[src/rtl/dmem_pkg.sv]
// Shared encodings for the data-memory arbiter: access sizes, FSM states and requester IDs.
package dmem_pkg;

    localparam logic [1:0] SIZE_B = 2'b00;
    localparam logic [1:0] SIZE_H = 2'b01;
    localparam logic [1:0] SIZE_W = 2'b10;

    typedef enum logic [1:0] {
        ST_IDLE  = 2'd0,
        ST_ISSUE = 2'd1,
        ST_RESP  = 2'd2
    } state_e;

    typedef enum logic {
        REQ_CORE = 1'b0,
        REQ_DBG  = 1'b1
    } req_id_e;

endpackage

[src/rtl/dmem_lane_align.sv]
// Core-path lane logic: store byte enables/data alignment, misalignment detect,
// and load lane extraction with sign/zero extension.
module dmem_lane_align
    import dmem_pkg::*;
(
    input  logic [1:0]  st_size_i,
    input  logic [1:0]  st_off_i,
    input  logic [31:0] st_wdata_i,
    output logic [3:0]  st_be_o,
    output logic [31:0] st_wdata_o,
    output logic        misalign_o,
    input  logic [1:0]  ld_size_i,
    input  logic [1:0]  ld_off_i,
    input  logic        ld_unsigned_i,
    input  logic [31:0] ld_rdata_i,
    output logic [31:0] ld_data_o
);

    logic [31:0] ld_shifted;

    // Replicating narrow data across the word lets be alone pick the lane.
    always_comb begin
        st_be_o    = 4'b0000;
        st_wdata_o = st_wdata_i;
        misalign_o = 1'b0;
        case (st_size_i)
            SIZE_B: begin
                st_be_o    = 4'b0001 << st_off_i;
                st_wdata_o = {4{st_wdata_i[7:0]}};
            end
            SIZE_H: begin
                st_be_o    = 4'b0011 << st_off_i;
                st_wdata_o = {2{st_wdata_i[15:0]}};
                misalign_o = st_off_i[0];
            end
            SIZE_W: begin
                st_be_o    = 4'b1111;
                misalign_o = |st_off_i;
            end
            default: misalign_o = 1'b1;
        endcase
    end

    assign ld_shifted = ld_rdata_i >> {ld_off_i, 3'b000};

    always_comb begin
        ld_data_o = ld_rdata_i;
        case (ld_size_i)
            SIZE_B: ld_data_o = {{24{~ld_unsigned_i & ld_shifted[7]}}, ld_shifted[7:0]};
            SIZE_H: ld_data_o = {{16{~ld_unsigned_i & ld_shifted[15]}}, ld_shifted[15:0]};
            default: ld_data_o = ld_rdata_i;
        endcase
    end

endmodule

[src/rtl/dmem_arbiter.sv]
// Shares one synchronous-read data-memory port between the core LSU and the debug host.
// Define DMEM_ARB_DBG_PRIORITY_EN for fixed debug-wins-ties arbitration instead of round-robin.
module dmem_arbiter
    import dmem_pkg::*;
#(
    parameter int MEM_AW = 13,
    parameter int XLEN   = 32
) (
    input  logic              clk,
    input  logic              rst_n,
    input  logic              core_req,
    input  logic              core_we,
    input  logic [XLEN-1:0]   core_addr,
    input  logic [XLEN-1:0]   core_wdata,
    input  logic [1:0]        core_size,
    input  logic              core_unsigned,
    output logic              core_gnt,
    output logic              core_rvalid,
    output logic [XLEN-1:0]   core_rdata,
    output logic              core_err,
    input  logic              dbg_req,
    input  logic              dbg_we,
    input  logic [XLEN-1:0]   dbg_addr,
    input  logic [XLEN-1:0]   dbg_wdata,
    output logic              dbg_gnt,
    output logic              dbg_rvalid,
    output logic [XLEN-1:0]   dbg_rdata,
    output logic              dbg_err,
    output logic              mem_en,
    output logic              mem_we,
    output logic [3:0]        mem_be,
    output logic [MEM_AW-1:0] mem_addr,
    output logic [XLEN-1:0]   mem_wdata,
    input  logic [XLEN-1:0]   mem_rdata
);

    state_e            state_q, state_d;
    req_id_e           owner_q;
    logic              we_q, fault_q, ld_uns_q;
    logic [1:0]        ld_size_q, ld_off_q;
    logic              mem_en_q, mem_we_q;
    logic [3:0]        mem_be_q;
    logic [MEM_AW-1:0] mem_addr_q;
    logic [XLEN-1:0]   mem_wdata_q;

    logic              can_gnt, gnt_any, fault_d;
    logic              core_oor, dbg_oor, core_misalign;
    logic [3:0]        core_be;
    logic [XLEN-1:0]   core_wd_al, ld_data;
    logic [XLEN-1:0]   sel_addr;
    logic [1:0]        dbg_addr_unused;

    assign dbg_addr_unused = dbg_addr[1:0];

    dmem_lane_align u_lane (
        .st_size_i     (core_size),
        .st_off_i      (core_addr[1:0]),
        .st_wdata_i    (core_wdata),
        .st_be_o       (core_be),
        .st_wdata_o    (core_wd_al),
        .misalign_o    (core_misalign),
        .ld_size_i     (ld_size_q),
        .ld_off_i      (ld_off_q),
        .ld_unsigned_i (ld_uns_q),
        .ld_rdata_i    (mem_rdata),
        .ld_data_o     (ld_data)
    );

    assign core_oor = |core_addr[XLEN-1:MEM_AW+2];
    assign dbg_oor  = |dbg_addr[XLEN-1:MEM_AW+2];
    assign can_gnt  = (state_q != ST_ISSUE);

`ifdef DMEM_ARB_DBG_PRIORITY_EN
    always_comb begin
        core_gnt = 1'b0;
        dbg_gnt  = 1'b0;
        if (can_gnt) begin
            dbg_gnt  = dbg_req;
            core_gnt = core_req & ~dbg_req;
        end
    end
`else
    req_id_e last_gnt_q;

    always_comb begin
        core_gnt = 1'b0;
        dbg_gnt  = 1'b0;
        if (can_gnt) begin
            if (core_req && dbg_req) begin
                core_gnt = (last_gnt_q == REQ_DBG);
                dbg_gnt  = (last_gnt_q == REQ_CORE);
            end else begin
                core_gnt = core_req;
                dbg_gnt  = dbg_req;
            end
        end
    end

    always_ff @(posedge clk or negedge rst_n) begin
        if (!rst_n)
            last_gnt_q <= REQ_DBG;
        else if (core_gnt)
            last_gnt_q <= REQ_CORE;
        else if (dbg_gnt)
            last_gnt_q <= REQ_DBG;
    end
`endif

    assign gnt_any  = core_gnt | dbg_gnt;
    assign fault_d  = dbg_gnt ? dbg_oor : (core_misalign | core_oor);
    assign sel_addr = dbg_gnt ? dbg_addr : core_addr;

    always_comb begin
        state_d = state_q;
        case (state_q)
            ST_IDLE:  if (gnt_any) state_d = ST_ISSUE;
            ST_ISSUE: state_d = ST_RESP;
            ST_RESP:  state_d = gnt_any ? ST_ISSUE : ST_IDLE;
            default:  state_d = ST_IDLE;
        endcase
    end

    // Memory strobes live for exactly the ISSUE cycle; a faulted grant never strobes.
    always_ff @(posedge clk or negedge rst_n) begin
        if (!rst_n) begin
            state_q     <= ST_IDLE;
            owner_q     <= REQ_CORE;
            we_q        <= 1'b0;
            fault_q     <= 1'b0;
            ld_size_q   <= SIZE_W;
            ld_off_q    <= 2'b00;
            ld_uns_q    <= 1'b0;
            mem_en_q    <= 1'b0;
            mem_we_q    <= 1'b0;
            mem_be_q    <= 4'b0000;
            mem_addr_q  <= '0;
            mem_wdata_q <= '0;
        end else begin
            state_q     <= state_d;
            mem_en_q    <= gnt_any & ~fault_d;
            mem_we_q    <= gnt_any & ~fault_d & (dbg_gnt ? dbg_we : core_we);
            mem_be_q    <= 4'b0000;
            mem_addr_q  <= '0;
            mem_wdata_q <= '0;
            if (gnt_any) begin
                owner_q   <= dbg_gnt ? REQ_DBG : REQ_CORE;
                we_q      <= dbg_gnt ? dbg_we : core_we;
                fault_q   <= fault_d;
                ld_size_q <= dbg_gnt ? SIZE_W : core_size;
                ld_off_q  <= dbg_gnt ? 2'b00 : core_addr[1:0];
                ld_uns_q  <= core_unsigned;
                if (!fault_d) begin
                    mem_be_q    <= dbg_gnt ? 4'b1111 : core_be;
                    mem_addr_q  <= sel_addr[MEM_AW+1:2];
                    mem_wdata_q <= dbg_gnt ? dbg_wdata : core_wd_al;
                end
            end
        end
    end

    assign mem_en    = mem_en_q;
    assign mem_we    = mem_we_q;
    assign mem_be    = mem_be_q;
    assign mem_addr  = mem_addr_q;
    assign mem_wdata = mem_wdata_q;

    // Response data is gated to zero outside rvalid, on faults, and for stores.
    assign core_rvalid = (state_q == ST_RESP) && (owner_q == REQ_CORE);
    assign dbg_rvalid  = (state_q == ST_RESP) && (owner_q == REQ_DBG);
    assign core_err    = core_rvalid & fault_q;
    assign dbg_err     = dbg_rvalid & fault_q;
    assign core_rdata  = (core_rvalid && !we_q && !fault_q) ? ld_data : '0;
    assign dbg_rdata   = (dbg_rvalid && !we_q && !fault_q) ? mem_rdata : '0;

endmodule

[config.mk]
export PLATFORM = sky130hd
export DESIGN_NAME = dmem_arbiter
export DESIGN_NICKNAME = d
export VERILOG_FILES = /design/src/rtl/dmem_pkg.sv /design/src/rtl/dmem_lane_align.sv /design/src/rtl/dmem_arbiter.sv
export SDC_FILE = /design/constraint.sdc
export NUM_CORES = 1
export LEC_CHECK = 0
export ABC_AREA = 1
export ABC_CLOCK_PERIOD_IN_PS = 1560
export CELL_PAD_IN_SITES_DETAIL_PLACEMENT = 1
export CELL_PAD_IN_SITES_GLOBAL_PLACEMENT = 1
export CORE_AREA = 2 2 146 148
export DETAILED_ROUTE_END_ITERATION = 6
export DIE_AREA = 0 0 148 150
export PLACE_DENSITY = 0.76
export RECOVER_POWER = 25
export SLEW_MARGIN = 20
export SYNTH_ARGS = -nofsm -noshare
export SYNTH_HDL_FRONTEND = slang
export SYNTH_SLANG_ARGS = --single-unit
[constraint.sdc]
create_clock -name clk -period 1.56 [get_ports clk]
set_input_delay 0.312 -clock clk [delete_from_list [all_inputs] [get_ports clk]]
set_output_delay 0.312 -clock clk [all_outputs]
set_load 0.1 [all_outputs]
Word level (Yosys, flattened, before mapping)
Cells that the tools add are included.
- register bits: 62
- eq/ne operators: 7
- shift-type cells: 3
- muxes and demuxes: 29
- bitwise operators: 12
- reduce and logical (&&, ||, !) cells: 16
- operators by type and width (kind ; number):
    $mux 32 ; 5
    $pmux 32 s2 ; 2
    $reduce_or 17->1 ; 2
    $shr 32x5->16 ; 1
    $mux 13 ; 2
    $mux 15 ; 1
    $mux 4 ; 3
    $pmux 4 s3 ; 1
    $mux 1 ; 10
    $logic_and 1x1->1 ; 7
    $and 1x1->1 ; 6
    $eq 2x1->1 const B ; 3
    $logic_not 2->1 ; 3
    $mux 2 ; 3
    $pmux 2 s3 ; 1
    $eq 2x2->1 const B ; 2
    $not 1->1 ; 4
    $shl 1x2->4 const A ; 1
    $shl 2x2->4 const A ; 1
    $pmux 1 s3 ; 1
    $logic_not 1->1 ; 2
    $ne 2x1->1 const B ; 1
    $ne 2x2->1 const B ; 1
    $or 1x1->1 ; 2
    other kinds (2) ; 2

Longest topological paths before layout
- word-level depth: 7
- depth in mapped cells: 10

By module
Synthesis repeated with hierarchy kept, for this count alone.
- cells, all modules: 799
- area, all modules: 5019.8 µm²
- modules (own cells, without submodules) (module ; times used ; cells each ; area each (µm²)):
    dmem_arbiter ; 1 ; 531 ; 3748.6
    dmem_lane_align ; 1 ; 268 ; 1271.2

Least setup slack after synthesis
No wires, ideal clock.
- kind: register to output
- start point: reg state_q[0]
- end point: out dbg_rdata[21]
- arrival time: 3.768 ns
- required time: 1.248 ns
- slack: -2.520 ns
- stages on the path, launching flop included: 6
- buffers on the path: 1
- cells stage by stage: dfrtp_1 or2_4 nor2_1 nand2_1 clkbuf_1 nor2_1
- cells in the longest elaborated chain, start to end: 5
- ends and longest elaborated chain (what ; RTL line ; text):
    start: declaration ; dmem_arbiter.sv:37 ; state_e state_q, state_d;
    start signal: assignment ; dmem_arbiter.sv:139 ; state_q <= state_d;
    $eq 2x2->1 ; dmem_arbiter.sv:169 ; assign dbg_rvalid = (state_q == ST_RESP) && (owner_q == REQ_DBG);
    $logic_and 1x1->1 ; dmem_arbiter.sv:169 ;
    named net dbg_rvalid ; dmem_arbiter.sv:26 ; output logic dbg_rvalid,
    $logic_and 1x1->1 (2 in series) ; dmem_arbiter.sv:173 ; assign dbg_rdata = (dbg_rvalid && !we_q && !fault_q) ? mem_rdata : '0;
    $mux 32 ; dmem_arbiter.sv:173 ;
    end: declaration ; dmem_arbiter.sv:27 ; output logic [XLEN-1:0] dbg_rdata,
The timed path passes the listed nets, and every way through them passes these cells.

Final worst setup path
- start point: reg state_q[0]
- end point: out core_rdata[20]
- cells in the longest elaborated chain, start to end: 5
- ends and longest elaborated chain (what ; RTL line ; text):
    $eq 2x2->1 ; dmem_arbiter.sv:168 ; assign core_rvalid = (state_q == ST_RESP) && (owner_q == REQ_CORE);
    $logic_and 1x1->1 ; dmem_arbiter.sv:168 ;
    $logic_and 1x1->1 (2 in series) ; dmem_arbiter.sv:172 ; assign core_rdata = (core_rvalid && !we_q && !fault_q) ? ld_data : '0;
    $mux 32 ; dmem_arbiter.sv:172 ;
    end: declaration ; dmem_arbiter.sv:19 ; output logic [XLEN-1:0] core_rdata,
Every way passes these cells.

==> results.ini <==
[outcome]
status=finished with violations
violations=setup timing

[cells_and_area]
layout_commonest_cell=clkdlybuf4s50_1
antenna_cells=0
stdcell_count=1373
area_growth_pct=172.5
final_cell_area_sq_um=11550
drive_gt1_share_pct=43.53
nets=1262
regArea_sq_um=1556
fill_cells=2252
layout_common_cells=clkdlybuf4s50_1 (148), nand2_1 (146), buf_12 (135)
fin_util_pct=55.84
multiInputGateArea_sq_um=3052

[yosys]
ys_seq_elements=62
yosysWarnings=0
syn_avg_cell_area_sq_um=6.289
yosysSeqAreaShare_pct=36.66
syn-num-nets=843
postSynthCellCount=674
synthesis.area_sq_um=4239
yosysUniqueCellTypes=30

[routing]
drtIter0Drc=177
routed_wl_microns=27810
vias=6362
vias_per_cell=4.634
wl_per_cell_microns=20.25
drc_errors=0
ant_nets=0
dr.pass1.iters=4

[global_route]
met1_usage_pct=23.04
grt_antenna_before_repair=0
globalRouteOverflowTotal=0
grt_max_degree=31
grt_pass1_wl_microns=40170
grt_pass1_vias=7027
grt_use_met2_pct=46.27
top_usage_layer=met2
track_usage_pct=23.91
met3_usage_pct=7.195

[clock_tree]
cts_inserted_buffers=9
clk_latency_ps=330
htreeDepth=3
cts_tree=yes
cts_sinks=62
ctsRootBufferMaster=clkbuf_16
clockBufferDepth=2
cts.reportedPaths.clkPinSlew_ps=50

[place]
dp_worst_setup_slack_ps=-1250
dpl.cell_count=1312
gp_congestion=0.9072
place_area_sq_um=9987
dp_hpwl_microns=19470
io_buffers=287

[sta]
slew_violations=0
relSlewSlack_pct=59.69
setup_viol=120
setup_ws_ps=-743.4
fmax_mhz=434.1
finalHoldViolations=0
tns_ps=-47830
hold_slack_ps=454.8
post-route-min-period_ps=2303
final.setup_skew_ps=9.234
finalCritPeriodShare_pct=147.7
tightest_slew_ps=604.6
rsz0062_at_grt=true

[floorplanning]
ios=290
fp.dieW_microns=148
start_util_pct=20.49
coreArea_sq_um=20690
die_area_sq_um=22200
die_y_microns=150
rows=53

[power]
leakage_nw=5.189
powerDensity_nw_per_um2=683.0
ir_drop_mv=0.4035
fin_total_pwr_mw=7.890

[worst_setup_path]
critPathKind=flop to output pin
cp.arrival_ps=1990
cp-start-kind=flop
end_kind=output pin
cp.required_ps=1250
crit_path_max_fanout=6
rrSetupSlack_ps=-130

[job]
drv_cap=0

[worst_hold_path]
min_path_type=input port to flop

-- state kept, by name (all words and copies together) (netlist names) --
register and count:
fault_q 1, owner_q 1, mem_we 1, ld_size_q 2, mem_be 4, ld_uns_q 1
we_q 1, mem_wdata 32, last_gnt_q 1, ld_off_q 2, mem_en 1, mem_addr 13
state_q 2
-- power by group --
part / internal (mW) / switching, mW
Sequential: 1.76 / 0.138
Combinational: 1.67 / 2.32
Clock: 1.23 / 0.772
-- repair_timing --
action | 4_1_cts | 5_1_grt
setup buffers | 20 | 12
pin swaps | 22 | 41
gates resized for setup | 120 | 82
endpoints found under the setup margin | 122 | 130
endpoints found under the hold margin | 6 | 0
cloned | 10 | 8
hold buffers | 1 | 0
-- metal layers --
| layer | up-vias | wire [microns] | share of wire, % |
|---|---|---|---|
| li1 | 2947 | - | - |
| met1 | 3048 | 9385 | 34 |
| met2 | 291 | 15010 | 54 |
| met3 | 76 | 2022 | 7.3 |
| met4 | 0 | 1390 | 5.0 |
| met5 | - | 0 | 0 |
-- area by class of cell --
type	instances	share of cell area (%)
Timing Repair Buffer	445	50.90
Multi-Input combinational cell	477	26.42
Sequential cell	62	13.47
Inverter	97	3.639
Tap cell	275	2.978
Clock buffer	10	1.982
Clock inverter	6	0.5415
Timing Repair inverter	1	0.06498
-- cell families (layout without fill, tap and decap cells) --
logic type,Yosys count,in the layout,synth area share [%]
buf+inv,135,559,13.75
compound gates,144,144,17.59
flops,62,62,36.66
simple gates,333,333,32.00
-- worst max-delay path: stages (launching register included) --
cell,delay (ps)
dfrtp_1,380
or2_4,270
nor2_4,150
nand2_4,90
clkinv_8,100
buf_12,130
buf_16,130
o21ai_4,60
nor2_4,140
buf_12,200
-- synth_stat cells, drive strengths merged --
cell type | count | area (sq um)
or2 | 4 | 27.53
clkbuf | 15 | 56.30
nand3b | 1 | 7.510
nand3 | 20 | 105.1
o211ai | 1 | 7.510
dfstp | 2 | 52.55
buf | 23 | 160.1
nand2 | 165 | 641.9
a211oi | 2 | 15.01
a31oi | 10 | 62.56
inv | 97 | 366.6
dfrtp | 60 | 1501
o221ai | 1 | 8.760
nor3 | 4 | 20.02
o21ai | 112 | 560.5
a21oi | 17 | 85.08
nor2 | 139 | 554.3
o22ai | 1 | 6.260
-- worst paths after layout --
kind	depth (start not counted)	start	to
min reg2reg	2	we_q	we_q
max reg2reg	9	last_gnt_q	mem_wdata[17]
min	4	core_size[0]	ld_size_q[0]
max	9	state_q[0]	core_rdata[20]
max in group asynchronous	3	rst_n	mem_addr[10]
min in group asynchronous	2	rst_n	mem_wdata[24]
Note: power is estimated with default switching activity, not from simulation.
